==> src/rtl/kmkz_irq_timer.sv <==
// kmkz_irq_timer: 32-line interrupt collector (level or rising-edge per line)
// plus a reloading down-counter that emits a one-cycle tick every PERIOD+1
// cycles. Pending & enabled lines and the tick feed the exception unit.
module kmkz_irq_timer #(
  parameter int SYNC_STAGES = 2
) (
  input  logic        clk_i,
  input  logic        rst_i,
  input  logic [31:0] irq_i,
  input  logic        bus_sel_i,
  input  logic        bus_we_i,
  input  logic [2:0]  bus_addr_i,
  input  logic [31:0] bus_wdata_i,
  output logic [31:0] bus_rdata_o,
  output logic [31:0] exp_irq_o,
  output logic        exp_tick_o
);

  localparam logic [2:0] ADDR_PENDING = 3'd0;
  localparam logic [2:0] ADDR_ENABLE  = 3'd1;
  localparam logic [2:0] ADDR_EDGE    = 3'd2;
  localparam logic [2:0] ADDR_PERIOD  = 3'd3;
  localparam logic [2:0] ADDR_COUNT   = 3'd4;
  localparam logic [2:0] ADDR_CTRL    = 3'd5;

  logic [31:0] sync_q [SYNC_STAGES];
  logic [31:0] sync;
  logic [31:0] sync_d;
  logic [31:0] pending;
  logic [31:0] enable;
  logic [31:0] edge_mode;
  logic [31:0] period;
  logic [31:0] count;
  logic        run;

  logic        wr;
  logic        rd;
  logic [31:0] w1c_mask;
  logic [31:0] rise;
  logic [31:0] pending_nxt;
  logic [31:0] rd_mux;
  logic        advance;

  assign sync      = sync_q[SYNC_STAGES-1];
  assign wr        = bus_sel_i & bus_we_i;
  assign rd        = bus_sel_i & ~bus_we_i;
  assign w1c_mask  = (wr && bus_addr_i == ADDR_PENDING) ? bus_wdata_i : 32'h0;
  assign rise      = sync & ~sync_d;
  assign advance   = run && (period != 32'h0);
  assign exp_irq_o = pending & enable;

  // Edge lines: a new edge beats a same-cycle W1C; level lines just follow sync.
  assign pending_nxt = (edge_mode & (rise | (pending & ~w1c_mask)))
                     | (~edge_mode & sync);

  // Metastability chain for the asynchronous lines, plus the edge-detect delay.
  always_ff @(posedge clk_i or negedge rst_i) begin
    if (!rst_i) begin
      for (int i = 0; i < SYNC_STAGES; i++) sync_q[i] <= 32'h0;
      sync_d <= 32'h0;
    end else begin
      sync_q[0] <= irq_i;
      for (int i = 1; i < SYNC_STAGES; i++) sync_q[i] <= sync_q[i-1];
      sync_d <= sync;
    end
  end

  // Interrupt registers: pending update every cycle, RW mask/mode registers.
  always_ff @(posedge clk_i or negedge rst_i) begin
    if (!rst_i) begin
      pending   <= 32'h0;
      enable    <= 32'h0;
      edge_mode <= 32'h0;
    end else begin
      pending <= pending_nxt;
      if (wr && bus_addr_i == ADDR_ENABLE) enable    <= bus_wdata_i;
      if (wr && bus_addr_i == ADDR_EDGE)   edge_mode <= bus_wdata_i;
    end
  end

  // Timer: a PERIOD write reloads COUNT outright; otherwise count down and
  // reload with a tick on reaching zero, only while running with PERIOD != 0.
  always_ff @(posedge clk_i or negedge rst_i) begin
    if (!rst_i) begin
      period     <= 32'h0;
      count      <= 32'h0;
      run        <= 1'b0;
      exp_tick_o <= 1'b0;
    end else begin
      exp_tick_o <= 1'b0;
      if (wr && bus_addr_i == ADDR_CTRL) run <= bus_wdata_i[0];
      if (wr && bus_addr_i == ADDR_PERIOD) begin
        period <= bus_wdata_i;
        count  <= bus_wdata_i;
      end else if (advance) begin
        if (count == 32'h0) begin
          count      <= period;
          exp_tick_o <= 1'b1;
        end else begin
          count <= count - 32'd1;
        end
      end
    end
  end

  // Read data selection for the addressed register.
  always_comb begin
    rd_mux = 32'h0;
    case (bus_addr_i)
      ADDR_PENDING: rd_mux = pending;
      ADDR_ENABLE:  rd_mux = enable;
      ADDR_EDGE:    rd_mux = edge_mode;
      ADDR_PERIOD:  rd_mux = period;
      ADDR_COUNT:   rd_mux = count;
      ADDR_CTRL:    rd_mux = {31'h0, run};
      default:      rd_mux = 32'h0;
    endcase
  end

  // Registered read port; holds the last read value between reads.
  always_ff @(posedge clk_i or negedge rst_i) begin
    if (!rst_i) bus_rdata_o <= 32'h0;
    else if (rd) bus_rdata_o <= rd_mux;
  end

endmodule

==> config.mk <==
export PLATFORM = sky130hd
export DESIGN_NAME = kmkz_irq_timer
export DESIGN_NICKNAME = d
export VERILOG_FILES = /design/src/rtl/kmkz_irq_timer.sv
export SDC_FILE = /design/constraint.sdc
export NUM_CORES = 1
export LEC_CHECK = 0
export CAP_MARGIN = 20
export CORE_MARGIN = 2
export CORE_UTILIZATION = 51
export DETAILED_ROUTE_END_ITERATION = 7
export GPL_ROUTABILITY_DRIVEN = 0
export HOLD_SLACK_MARGIN = 0.1
export PLACE_DENSITY = 0.76
export SYNTH_ARGS = -nofsm -noshare
export SYNTH_HDL_FRONTEND = slang
export SYNTH_SLANG_ARGS = --single-unit
==> constraint.sdc <==
create_clock -name clk_i -period 2 [get_ports clk_i]
set_input_delay 0.2 -clock clk_i [delete_from_list [all_inputs] [get_ports clk_i]]
set_output_delay 0.2 -clock clk_i [all_outputs]
set_load 0.005 [all_outputs]
==> metrics, run 1 <==
Nets=1469; layout cell share with drive strength beyond 1=0.281; largest net degree at the start of global routing=74; worst path bufs/invs=2; clock latency on the worst-skew pair=0.55 ns; synthesized area=12700 um^2; commonest non-fill, non-tap cell in the layout=dfrtp_1; via count=10700; Cell Rows=57; Top FF cell, synth=dfrtp_1; Die Span Y=162 um; fin crit share=1.09; R2R depth=7; Leakage=7.33 nW; total power=20.2 mW; starting density of the core=0.520; delay-heaviest family, CP=simple AND/OR/NAND/NOR gates; fraction of registers with async set/reset=1.00; core footprint=24400 um^2; sequential element share of the synthesized area=0.572; status=finished with violations; hpwl dp=23300 um; Mapped Cells=1129; first-pass GRT wire length=56800 um; critical path type=flip-flop to flip-flop; min Tclk post-route=2.18 ns; DR pass1 iterations=5; most frequent cells in the layout=dfrtp_1 (287), nand2_1 (193), clkdlybuf4s50_1 (132), buf_4 (119), mux2_2 (95); area grow syn2layout=36.6%; worst r2r src=period[29]$_DFFE_PN0P_; H-Tree Depth=1; total wire length=36600 um; slowest stage cell on the critical path=nor4_1; Yosys reg bits=290; Ports=136; Post-route DRC=0; dpl ws=-0.174 ns; VDD IR max=0.000653 V; GRT overflow=0; critical-path cell list=nor4_1 -> nand4_1 -> buf_4 -> o211a_4 -> buf_6 -> o211ai_1 -> o221ai_1; I/O Buffers=135; worst hold path class=input port to flip-flop; Critical Path Max Stage Delay=0.48 ns; pwr/cell area=1160 nW/um^2; RSZ-0062 raised after global routing=true; Hold Fails Final Rpt=0; total of max-cap violations=0; Setup crit end kind=flip-flop; f_max=459 MHz; setup slack, reg-to-reg=-0.18 ns; vias in the first global route=10600; CP Depth=7; Routed Antenna Nets=0; Iteration-0 DRC Markers=1078; worst setup path startpoint=period[29]$_DFFE_PN0P_; Mapped Nets=1202; R2R Path End=count[24]$_DFFE_PN0P_; Die W=162 um; CTS tree=done; Fillers=1612; max-slew violations=0; worst clock skew=0.00964 ns; crit-path max FO=7; maximum clock path buffer count=3; CTS root buffer=clkbuf_16; Vias per Instance=6.15; gr usage total=0.269; Req. time, crit path=2.41 ns; final core occ=0.710; HP Start=irq_i[22]; CTS Buf Count=30; Setup crit end=count[24]$_DFFE_PN0P_; Netlist cell types=71; YS warnings=0; initial antenna violation count=0; Post-synth EDFFs=0; count of final setup violators=32; worst slew pin tran=0.716 ns; Antenna Diode Count=0; violated checks=setup timing; CTS Sinks=290; Avg Inst Size Synth=11.2 um^2; fin worst setup slack=-0.177 ns; Clk pin slew, worst setup/hold paths=0.07 ns; Startpoint Class=flip-flop; die area=26200 um^2; CP Data Arrival Time=2.59 ns; drt wl/cell=21.0 um; Max-slew headroom=0.523
-- cells by family after synthesis --
logic type,synth area share
compound gates,0.154
xor+xnor,0.00483
fa+ha+maj,0.00197
buf+inv,0.0285
flops,0.572
mux,0.0916
simple gates,0.147
-- worst register-to-register path: cells and delay by family, from the launching register on --
kind                   cells  cell delay (ns)
buffers and inverters      2             0.37
AO/OA/AOI/OAI              3             0.58
AND/OR/NAND/NOR            2             0.69
flip-flops                 1             0.41
-- cells in the mapped netlist (15+ instances only) --
cell      instances  area share
nor2_1           35       0.010
o211ai_1         15      0.0089
o22a_1           31       0.021
nand3_1          33       0.013
nor3_1           19      0.0075
nand2_1         193       0.057
a32o_1           32       0.025
mux2_2           95       0.084
a22oi_1          66       0.039
dfrtp_1         290        0.57
and2_1           38       0.019
nor4_1           16      0.0079
clkbuf_1         54       0.016
o21ai_0          46       0.018
-- sequential cells by signal (all words and copies together) (netlist names), 32 cells and up --
name and count:
sync_d 32, count 32, enable 32, bus_rdata_o 32
sync 32, pending 32, sync_q 32, edge_mode 32
period 32
-- layout make-up --
cell class | instances | area (um^2) | area share
Sequential cell | 290 | 7260 | 0.419
Multi-Input combinational cell | 751 | 5620 | 0.325
Timing Repair Buffer | 313 | 2990 | 0.173
Clock buffer | 44 | 895 | 0.0516
Tap cell | 324 | 405 | 0.0234
Clock inverter | 9 | 111 | 0.00643
Inverter | 10 | 37.5 | 0.00217
-- per-layer routing --
layer,vias to the layer above,wire length [um],GRT usage
met2,541,17400,0.440
met3,113,2610,0.0396
met1,5357,15300,0.377
met4,0,1240,0.0845
li1,4692,-,-
met5,-,0,0
-- worst min path at each step --
| stage | to | slack [ns] | depth (start not counted) |
|---|---|---|---|
| finish | sync_q[54]$_DFF_PN0_ | 0.11 | 1 |
| global route | sync_q[54]$_DFF_PN0_ | 0.11 | 1 |
| CTS | sync_q[58]$_DFF_PN0_ | 0.10 | 1 |
| detailed placement | bus_rdata_o[2]$_DFFE_PN0P_ | 0.05 | 1 |
| global placement | sync[0]$_DFF_PN0_ | 0.05 | 1 |
| floorplan | bus_rdata_o[0]$_DFFE_PN0P_ | -0.1 | 0 |
-- stage by stage --
stage	std cells	area [um^2]	hold WS (ns)	TNS, ns
after floorplan	1129	12700	-0.0956	-0.0389
after global placement	1637	15200	0.0490	-0.489
after detailed placement	1637	15200	0.0462	-2.18
after CTS	1722	16700	0.102	-0.0234
after global routing	1741	17300	0.107	-4.88
final	1741	17300	0.106	-1.95
-- what timing repair did --
action	CTS	global route
hold buffers	29	1
resized for setup	25	105
setup buffers	3	16
gates cloned	0	2
endpoints found under the hold margin	317	1
endpoints found under the setup margin	32	32
pin swaps	3	53
-- where the power goes --
group,internal (mW),switching [mW]
combinational,3.47,3.14
clock,3.34,2.30
sequential,6.90,1.01
No activity file was read; power rests on OpenSTA's default activity.
==> run 2: changes to the inputs <==
Settings changed: CTS_CLUSTER_DIAMETER from default to 100.
==> results of run 2 <==
No change in the layout: final DEF, timing and power equal those of run 1.
==> run 3: changes to the inputs <==
Settings changed: ABC_AREA from default to 1, RECOVER_POWER from default to 100.
==> run 3 against run 2 <==
The run now ends clean. Worst setup slack better by 0.26 ns. Combinational power is 30% lower. Via count is 9.0% higher. Wire length is 1.3% higher. Sequential power hardly changed. First-iteration DRC count is 12% higher. Clock skew is 0.0012 ns higher. Area after synthesis is 0.82% higher. Critical path depth is 4 lower. Core utilization is 4.8 points lower. Critical path type is now flip-flop to output port. Critical endpoint is now exp_irq_o[26]. Largest power group unchanged. Highest routed layer is now met5.
==> metrics, run 3 <==
CTS Sinks=290 (unchanged); Cell Rows=57 (unchanged); die area=26400 um^2 (+0.80%); commonest non-fill, non-tap cell in the layout=nand2_1; Post-route DRC=0 (unchanged); Netlist cell types=35 (-51%); Clk pin slew, worst setup/hold paths=0.06 ns (about the same); Leakage=8.33 nW (+14%); Setup crit end kind=output port; post-synth top area cell=dfrtp_1; Die Span Y=162 um (+0.40%); CP Data Arrival Time=1.72 ns (-0.87 ns); maximum clock path buffer count=3 (unchanged); initial antenna violation count=1 (+1); fin worst setup slack=0.0844 ns (+0.261 ns); area grow syn2layout=26.6%; layout cell share with drive strength beyond 1=0.0694 (-0.212); post-synth top area share=0.567 (-0.00464); fin crit share=0.958 (-0.131); Yosys reg bits=290 (unchanged); Nets=1836 (+25%); Avg Inst Size Synth=8.17 um^2 (-27%); YS warnings=0 (unchanged); CTS root buffer=clkbuf_16; Post-synth EDFFs=0 (unchanged); Iteration-0 DRC Markers=1205 (+12%); Req. time, crit path=1.80 ns (-0.61 ns); via count=11700 (+9.0%); RSZ-0062 raised after global routing=true; count of final setup violators=0 (-100%); pwr/cell area=1150 nW/um^2 (-1.1%); first-pass GRT wire length=59300 um (+4.4%); GRT overflow=0 (unchanged); Vias per Instance=5.53 (-10%); core footprint=24500 um^2 (+0.29%); VDD IR max=0.000811 V (+24%); min Tclk post-route=1.92 ns (-0.261 ns); total wire length=37100 um (+1.3%); starting density of the core=0.523 (+0.00273); Sequential Area=7260 um^2 (about the same); top post-synthesis cells by area=dfrtp_1 (57%), nand2_1 (19%), o21ai_0 (4.4%); worst slew pin tran=1.35 ns (+0.637 ns); final core occ=0.662 (-0.0484); Multi-input gate area=4770 um^2 (-15%); most common cell in the netlist=nand2_1; Max-slew headroom=0.0977 (-0.425); status=completed; Area after DPL=14900 um^2 (-2.5%); Mapped Nets=1638 (+36%); CTS tree=done; CTS Buf Count=31 (+3.3%); Top FF cell, synth=dfrtp_1; dpl ws=0.0583 ns (+0.232 ns); design area=16200 um^2 (-6.5%); Hold Fails Final Rpt=0 (unchanged); total of max-cap violations=0 (unchanged); DR pass1 iterations=6 (+1); hpwl dp=25900 um (+11%); critical path type=flip-flop to output port; Mapped Cells=1565 (+39%); dpl cells=2022 (+24%); gr usage total=0.286 (+0.0165); Fillers=1943 (+21%); I/O Buffers=135 (unchanged); vias in the first global route=11300 (+7.4%); clock latency on the worst-skew pair=0.58 ns (+0.03 ns); worst hold path class=input port to flip-flop; sequential element share of the synthesized area=0.567 (-0.00464); max-slew violations=0 (unchanged); crit-path max FO=3 (-4); Final Non-Filler Cells=2112 (+21%); postcts setup bufs=0 (-3); synthesized area=12800 um^2 (+0.82%); Die W=162 um (+0.40%); Ports=136 (unchanged); Startpoint Class=flip-flop; drt wl/cell=17.6 um (-16%); H-Tree Depth=1 (unchanged); Antenna Diode Count=0 (unchanged); total power=18.6 mW (-7.6%); fraction of registers with async set/reset=1.00 (unchanged); worst clock skew=0.0108 ns (+0.00119 ns); largest net degree at the start of global routing=80 (+8.1%); most frequent cells in the layout=nand2_1 (643), dfrtp_1 (290), inv_1 (136), dlygate4sd3_1 (130), o21ai_0 (118); Synth top cells by count=nand2_1 (643), dfrtp_1 (290), inv_1 (134); f_max=522 MHz (+14%); Routed Antenna Nets=0 (unchanged)
-- run 3: worst paths after layout --
| kind | start | to | slack, ns | cells after the start |
|---|---|---|---|---|
| max in group asynchronous | rst_i | pending[17]$_DFF_PN0_ | 0.39 | 3 |
| min in group asynchronous | rst_i | sync_d[7]$_DFF_PN0_ | 0.47 | 2 |
| min reg2reg | sync_q[32]$_DFF_PN0_ | sync[0]$_DFF_PN0_ | 0.34 | 0 |
| min | irq_i[26] | sync_q[58]$_DFF_PN0_ | 0.22 | 1 |
| max | pending[26]$_DFF_PN0_ | exp_irq_o[26] | 0.08 | 3 |
| max reg2reg | count[1]$_DFFE_PN0P_ | count[24]$_DFFE_PN0P_ | 0.12 | 10 |
-- run 3: power breakdown --
group / total (mW) / internal [mW] / switching (mW)
Clock: 6.11 / 3.64 / 2.47
Combinational: 4.66 / 1.83 / 2.83
Sequential: 7.88 / 6.85 / 1.02
-- run 3: critical path, cell delays in order, from the launching register on --
cell and delay, ns:
dfrtp_1 0.39, nand2_1 0.08, inv_1 0.05, dlygate4sd3_1 0.61
-- run 3: metrics by stage --
step / setup TNS (ns) / hold WS [ns]
finish: 0 / 0.224
global placement: 0 / 0.141
detailed placement: 0 / 0.140
global route: -0.00542 / 0.227
floorplan: 0 / -0.0956
CTS: 0 / 0.111
-- run 3: kinds of logic (layout without fill, tap and decap cells) --
logic type	count (synthesis)	in the layout	share of synthesized area
compound gates	189	189	0.0878
xor+xnor	6	6	0.00411
fa+ha+maj	2	2	0.00196
buf+inv	194	417	0.0607
flops	290	290	0.567
simple gates	884	884	0.278
-- run 3: layer usage --
layer | vias up | share of wire | GRT usage
met5 | - | 0.00035 | 0
met4 | 2 | 0.032 | 0.0953
met3 | 101 | 0.089 | 0.0570
met2 | 548 | 0.47 | 0.451
met1 | 5639 | 0.41 | 0.400
li1 | 5381 | - | -
-- run 3: layout make-up --
class | instances | area share
Multi-Input combinational cell | 1081 | 0.295
Inverter | 140 | 0.0325
Clock buffer | 40 | 0.0519
Sequential cell | 290 | 0.448
Tap cell | 324 | 0.0250
Clock inverter | 18 | 0.0154
Timing Repair Buffer | 219 | 0.133
-- run 3: timing repair --
action | CTS | global route
hold buffers | 32 | 0
gates resized for setup | 0 | 5
hold endpoints to repair | 321 | 0
setup endpoints to repair | 0 | 9
